## config.mk

```make
export PLATFORM = sky130hd
export DESIGN_NAME = ntt_lane_sequencer
export DESIGN_NICKNAME = d
export VERILOG_FILES = /design/src/rtl/ntt_lane_sequencer.sv
export SDC_FILE = /design/constraint.sdc
export NUM_CORES = 1
export LEC_CHECK = 0
export ABC_CLOCK_PERIOD_IN_PS = 4900
export CAP_MARGIN = 20
export CELL_PAD_IN_SITES_DETAIL_PLACEMENT = 2
export CELL_PAD_IN_SITES_GLOBAL_PLACEMENT = 2
export CORE_AREA = 2 2 224 226
export DETAILED_ROUTE_END_ITERATION = 8
export DIE_AREA = 0 0 226 228
export HOLD_SLACK_MARGIN = 0.02
export PLACE_DENSITY = 0.74
export RECOVER_POWER = 100
export SYNTH_ARGS = -nofsm -noshare
export SYNTH_HDL_FRONTEND = slang
export SYNTH_SLANG_ARGS = --single-unit
```

## constraint.sdc

```tcl
create_clock -name clk -period 4.9 [get_ports clk]
set_input_delay 0.735 -clock clk [delete_from_list [all_inputs] [get_ports clk]]
set_output_delay 0.735 -clock clk [all_outputs]
set_load 0.01 [all_outputs]
```

## src/rtl/ntt_lane_sequencer.sv

```systemverilog
// rtl/ntt_lane_sequencer.sv - NTT/INTT stage sequencer feeding NUM_BF butterfly lanes with delayed write-back.
// Optional cycle counter port perf_cycles_o is built when NTT_SEQ_PERF_CNT_EN is defined.
module ntt_lane_sequencer #(
  parameter int ADDR_WIDTH = 5,
  parameter int DATA_WIDTH = 32,
  parameter int NUM_BF     = 2,
  parameter int BF_LAT     = 3
) (
  input  logic                         clk,
  input  logic                         rst,
  input  logic                         start,
  input  logic                         fwd_ntt,
  output logic                         busy,
  output logic                         done,
  output logic [NUM_BF*ADDR_WIDTH-1:0] raddr_a_o,
  output logic [NUM_BF*ADDR_WIDTH-1:0] raddr_b_o,
  input  logic [NUM_BF*DATA_WIDTH-1:0] rdata_a_i,
  input  logic [NUM_BF*DATA_WIDTH-1:0] rdata_b_i,
  output logic                         bf_valid_o,
  output logic [NUM_BF*DATA_WIDTH-1:0] bf_a_o,
  output logic [NUM_BF*DATA_WIDTH-1:0] bf_b_o,
  output logic [NUM_BF*ADDR_WIDTH-1:0] bf_tw_idx_o,
  input  logic [NUM_BF*DATA_WIDTH-1:0] bf_a_i,
  input  logic [NUM_BF*DATA_WIDTH-1:0] bf_b_i,
  output logic [NUM_BF*ADDR_WIDTH-1:0] waddr_a_o,
  output logic [NUM_BF*ADDR_WIDTH-1:0] waddr_b_o,
  output logic [NUM_BF*DATA_WIDTH-1:0] wdata_a_o,
  output logic [NUM_BF*DATA_WIDTH-1:0] wdata_b_o,
  output logic [NUM_BF-1:0]            we_o
`ifdef NTT_SEQ_PERF_CNT_EN
  ,
  output logic [31:0]                  perf_cycles_o
`endif
);

  localparam int AW   = ADDR_WIDTH;
  localparam int AW1  = ADDR_WIDTH + 1;
  localparam int N    = 1 << AW;
  localparam int HALF = N / 2;
  localparam int CW   = (BF_LAT > 1) ? $clog2(BF_LAT) : 1;

  typedef enum logic [1:0] {S_IDLE, S_ISSUE, S_DRAIN, S_DONE} state_t;

  state_t        state, state_nx;
  logic          fwd_q;
  logic [AW-1:0] stage;
  logic [AW-1:0] k;
  logic [CW-1:0] dcnt;
  logic          issue;
  logic          last_issue, last_drain, last_stage;

  assign last_issue = (k == AW'(HALF - NUM_BF));
  assign last_drain = (dcnt == CW'(BF_LAT - 1));
  assign last_stage = (stage == AW'(AW - 1));

  always_ff @(posedge clk) begin
    if (rst) state <= S_IDLE;
    else     state <= state_nx;
  end

  always_comb begin
    state_nx = state;
    case (state)
      S_IDLE:  if (start) state_nx = S_ISSUE;
      S_ISSUE: if (last_issue) state_nx = S_DRAIN;
      S_DRAIN: if (last_drain) state_nx = last_stage ? S_DONE : S_ISSUE;
      S_DONE:  state_nx = S_IDLE;
      default: state_nx = S_IDLE;
    endcase
  end

  always_comb begin
    busy  = (state == S_ISSUE) || (state == S_DRAIN);
    done  = (state == S_DONE);
    issue = (state == S_ISSUE);
  end

  assign bf_valid_o = issue;

  // The drain wait doubles as the RAW barrier: the next stage reads only after the last write lands.
  always_ff @(posedge clk) begin
    if (rst) begin
      fwd_q <= 1'b0;
      stage <= '0;
      k     <= '0;
      dcnt  <= '0;
    end else begin
      case (state)
        S_IDLE: if (start) begin
          fwd_q <= fwd_ntt;
          stage <= '0;
          k     <= '0;
        end
        S_ISSUE: begin
          k    <= k + AW'(NUM_BF);
          dcnt <= '0;
        end
        S_DRAIN: begin
          dcnt <= dcnt + CW'(1);
          if (last_drain) begin
            k <= '0;
            if (!last_stage) stage <= stage + AW'(1);
          end
        end
        default: ;
      endcase
    end
  end

  logic [AW-1:0] len_log, len_v, len_mask;
  logic [AW:0]   n_shift;

  assign len_log  = fwd_q ? (AW'(AW - 1) - stage) : stage;
  assign len_v    = AW'(1) << len_log;
  assign len_mask = len_v - AW'(1);
  assign n_shift  = AW1'(N) >> stage;

  logic [BF_LAT-1:0]          v_pipe;
  logic [NUM_BF*AW-1:0]       wa_pipe [BF_LAT];
  logic [NUM_BF*AW-1:0]       wb_pipe [BF_LAT];

  for (genvar i = 0; i < NUM_BF; i++) begin : g_lane
    logic [AW-1:0] kk, g, a, b, tw;
    assign kk = k + AW'(i);
    assign g  = kk >> len_log;
    // a = 2*g*len + pos: shift the group bits up one place and keep the in-group offset.
    assign a  = ((kk & ~len_mask) << 1) | (kk & len_mask);
    assign b  = a | len_v;
    assign tw = fwd_q ? ((AW'(1) << stage) + g) : AW'(n_shift - AW1'(1) - {1'b0, g});

    assign raddr_a_o[i*AW +: AW]   = issue ? a : '0;
    assign raddr_b_o[i*AW +: AW]   = issue ? b : '0;
    assign bf_tw_idx_o[i*AW +: AW] = issue ? tw : '0;
    assign we_o[i] = v_pipe[BF_LAT-1] &&
                     (wa_pipe[BF_LAT-1][i*AW +: AW] != wb_pipe[BF_LAT-1][i*AW +: AW]);
  end

  always_ff @(posedge clk) begin
    if (rst) begin
      v_pipe <= '0;
      for (int j = 0; j < BF_LAT; j++) begin
        wa_pipe[j] <= '0;
        wb_pipe[j] <= '0;
      end
    end else begin
      v_pipe[0]  <= issue;
      wa_pipe[0] <= raddr_a_o;
      wb_pipe[0] <= raddr_b_o;
      for (int j = 1; j < BF_LAT; j++) begin
        v_pipe[j]  <= v_pipe[j-1];
        wa_pipe[j] <= wa_pipe[j-1];
        wb_pipe[j] <= wb_pipe[j-1];
      end
    end
  end

  assign bf_a_o    = rdata_a_i;
  assign bf_b_o    = rdata_b_i;
  assign waddr_a_o = wa_pipe[BF_LAT-1];
  assign waddr_b_o = wb_pipe[BF_LAT-1];
  assign wdata_a_o = bf_a_i;
  assign wdata_b_o = bf_b_i;

`ifdef NTT_SEQ_PERF_CNT_EN
  logic [31:0] perf_q;
  always_ff @(posedge clk) begin
    if (rst)                               perf_q <= '0;
    else if (state == S_IDLE && start)     perf_q <= '0;
    else if (state != S_IDLE && perf_q != '1) perf_q <= perf_q + 32'd1;
  end
  assign perf_cycles_o = perf_q;
`endif

endmodule

```

==> metrics list <==
* Result of the run: finished with violations
- The final reports fail on max-capacitance violations, max-slew violations.
- After global routing the overflow that remains totals 0.
- Clock latency reported for the late side of the worst-skew pair: 0.36 ns
* Cell total after placement: approximately 1200
- Worst setup slack after placement: 0.362 ns
* Type of element launching the critical path: register
- Fraction of layout cells with a size suffix above 1: 8.35%
- For the final routed database, the setup TNS stands at 0 ns.
- Crit path buffers/inverters: 3
- Mux share of post-synthesis cell area: about 1.5%
* # diodes: 0
- For this run, the leading register cell type out of synthesis is dfxtp_1.
- Counting along the longest clock path gives a buffer depth of 2.
- Total of buffers placed on input and output ports: 57
- Clk Tree Root Cell: clkbuf_16
- Detailed placement finished with a half-perimeter wire length of 29400 microns.
* GRT Overall Usage: approximately an eighth
- At the end of routability-driven placement, the weighted congestion stood at ~0.82.
- Final count of negative-setup-slack endpoints: 0
* Post-synth cell types: just under 60
- Hold buffer count at cts: 0
* Count of final max-slew check failures: 56
* Leakage Power: about 0.0022 uW
- DIE AREA: 0.0515 sq mm
- Placement Rows: between 80 and 90
- Flop and latch count out of synthesis: 77
- The routed design could run at a clock period as short as between 4 and 5 ns.
- In this design, the stage delay of the slowest critical-path cell is about 0.54 ns.
* Most frequent cell on the critical path: a21o_1
* 1st-iter DRT viols: between 100 and 150
* Most common library cell in the layout ignoring fill and taps: dfxtp_1
- For this run, the number of Yosys warnings is 0.
* Kind of critical path: reg -> out
* Starting Density: 12.4%
* Vias: 4036
- Area of the mapped netlist: 0.00611 sq mm
* Final setup margin: ~0.26 ns
- Number of global-route vias before repair: about 4500
* Post-Synth Simple-Gate Area: 15.9%
- Slowest library cell on the worst path: clkdlybuf4s50_1
* RSZ-0062 raised after global routing: no
* Top-Level Pins: roughly 570
* Post-layout net count: roughly 810
- Highest-count cells in the layout ignoring fill and taps: dfxtp_1 (75), nor2_1 (57), nor2b_1 (49)
- DR WL/cell: about 28 microns
* Horiz. Die Dim: around 230 microns
- For this run, the number of standard cells in the final layout without fillers is approximately 1200.
- Summing all non-filler instances in the final layout gives an area of about 0.0057 sq mm.
- Clock tree synthesis found a total of a little under 80 sinks.
- Antenna violations before repair: 0
- After synthesis, the largest family of logic cells by area is buffers and inverters.
- In the routed design, unresolved DRC markers number 0.
* # Max-Cap Violations: 1
- TritonCTS clock tree: built
- After technology mapping, the gate count stands at around 750.
* Ordered cell list for the critical path: buf_4 -> or3_4 -> a21oi_4 -> or2_2 -> a21o_1 -> nand2_1 -> nor2_2 -> ha_1 -> inv_1 -> fa_1 -> a21o_1 -> a211oi_1 -> o21ai_0 -> nand3_1 -> clkdlybuf4s50_1
- Clock H-tree levels: 3
* Power density normalized to cell area: approximately 390 mW/mm^2
- Data on the critical path is required at its endpoint by about 4.2 ns.
* Clock input transition at the sequential cells of the worst setup and hold paths: 0.06 ns
* Drt total wl: around 34000 microns
* Xor/xnor share of the synthesized area: under 10%
- After Yosys synthesis, full adders, half adders and majority gates account for between 6 and 7% of the synthesized area.
- Maximum number of pins on one net before global-route repair: 56
* First-pass GRT wire length: ~43000 microns
- Share of the yosys chip area belonging to registers: 25.2%
* Maximum fanout along the worst path: 19
- In this design, the largest share of critical-path delay is due to simple AND/OR/NAND/NOR gates.
* EDFF count, synth: 0
* Final antenna-violating net count: 0
- Die Y-Extent: between 200 and 250 microns
* Mapped Avg Cell Area: between 8 and 9 sq um
- Final hold slack: 0.436 ns
- Worst-Margin Slew: approximately 2.4 ns
- The number of clock buffers added by TritonCTS is 9.
- The tightest min-delay check is of the reg -> reg type.
- Worst endpoint data arrival time: 3.90 ns
- In this run the tightest slew margin relative to its limit is -60.9%.
* Detailed Routing Iterations Pass 1: 4
* Placeable core area: approximately 0.049 sq mm
- The synthesized netlist devotes roughly a tenth of its cell area to compound gates.
- In the synthesized netlist the async set-or-reset flop fraction comes to 0%.
- Compared with the post-synthesis result, the final layout area differs by -6.29%.
- Final hold violations: 0
- Average vias per placed instance: ~3.4
- STA classifies the critical path endpoint as an output pin.
* Ratio of final minimum period to clock period: between 90% and 100%
- Timing would allow up to around 220 MHz.
* Placement Cell Area: 0.00539 sq mm
* Skew final: 0.00928 ns
- VDD IR max: 169 uV
==> where the power goes <==
group | leakage [uW] | total (uW) | internal (uW) | switching, uW
combinational | 0.00146 | 862 | 348 | 514
sequential | 0.000624 | 703 | 669 | 33.7
clock | 0.000133 | 656 | 354 | 302
total | 0.00221 | 2220 | 1370 | 850
==> synth_stat cells, drive strengths merged (5+ instances only) <==
library cell  count  share of area [%]
nand2            33                2.0
mux2i             6                1.0
ha               27                5.5
inv              21                1.3
clkbuf           19                1.2
and2             11                1.1
o21ai            14                1.2
xnor2            13                1.9
nor2             58                3.6
nor3              6               0.49
nand2b            5               0.51
a21oi            32                2.8
a21o              9                1.1
buf             284                 35
and3              5               0.51
nand3            10               0.82
nor2b            49                5.0
dfxtp            77                 25
xor2             13                1.9
==> path summary, 6_finish.rpt <==
kind / from / to / slack (ns) / cells after the start
min: v_pipe[0] / v_pipe[1] / 0.44 / 1
max reg2reg: stage[0] / wb_pipe[0][8] / 1.80 / 10
min reg2reg: v_pipe[0] / v_pipe[1] / 0.44 / 1
max: stage[0] / bf_tw_idx_o[4] / 0.26 / 15
==> cell type report <==
type                            count  area (sq um)
Clock buffer                        9           225
Clock inverter                      7          67.6
Fill cell                        5801         43600
Inverter                           21          78.8
Multi-Input combinational cell    347          2340
Sequential cell                    77          1540
Tap cell                          672           841
Timing Repair Buffer               66           631
==> per-layer routing <==
metal,vias up,routed length (microns),global-route usage [%]
li1,1679,-,-
met1,1862,8670,9.30
met2,394,13800,18.0
met5,-,259,3.89
met4,6,1670,6.23
met3,95,9320,16.4
==> worst register-to-register path: cells and delay by family, from the launching register on <==
family / cells / cell delay (ns)
AOI/OAI and AO/OA: 3 / 1.03
xor gates and xnor gates: 1 / 0.09
adders and majority gates: 1 / 0.30
buffers and inverters: 2 / 0.36
DFF: 1 / 0.33
and+or+nand+nor: 3 / 0.89
==> kinds of logic (layout without fill, tap and decap cells) <==
logic type | count (synthesis) | after routing
AO/OA/AOI/OAI | 88 | 88
buffers and inverters | 324 | 103
flip-flops | 77 | 77
adder cells (fa/ha/maj) | 31 | 31
multiplexers | 8 | 8
XOR/XNOR | 26 | 26
AND/OR/NAND/NOR | 192 | 192
other | 1 | 2
==> per-stage QoR <==
stage	util, %	total power [uW]
5_1_grt	11.6	2370
2_1_floorplan	-	1450
4_1_cts	11.5	2280
3_3_place_gp	10.9	1570
3_5_place_dp	10.9	1610
6_report	11.6	2220
==> registers in the layout, indices dropped and copies added (netlist names) <==
| register | flops |
|---|---|
| wa_pipe | 30 |
| wb_pipe | 30 |
| stage | 5 |
| k | 4 |
| v_pipe | 3 |
| dcnt | 2 |
| state | 2 |
| fwd_q | 1 |
==> timing repair <==
action	4_1_cts	5_1_grt
endpoints found under the hold margin	0	0
gates resized for setup	3	12
setup buffers	0	1
setup endpoints to repair	2	6
Power figures use the tool's default switching activity.
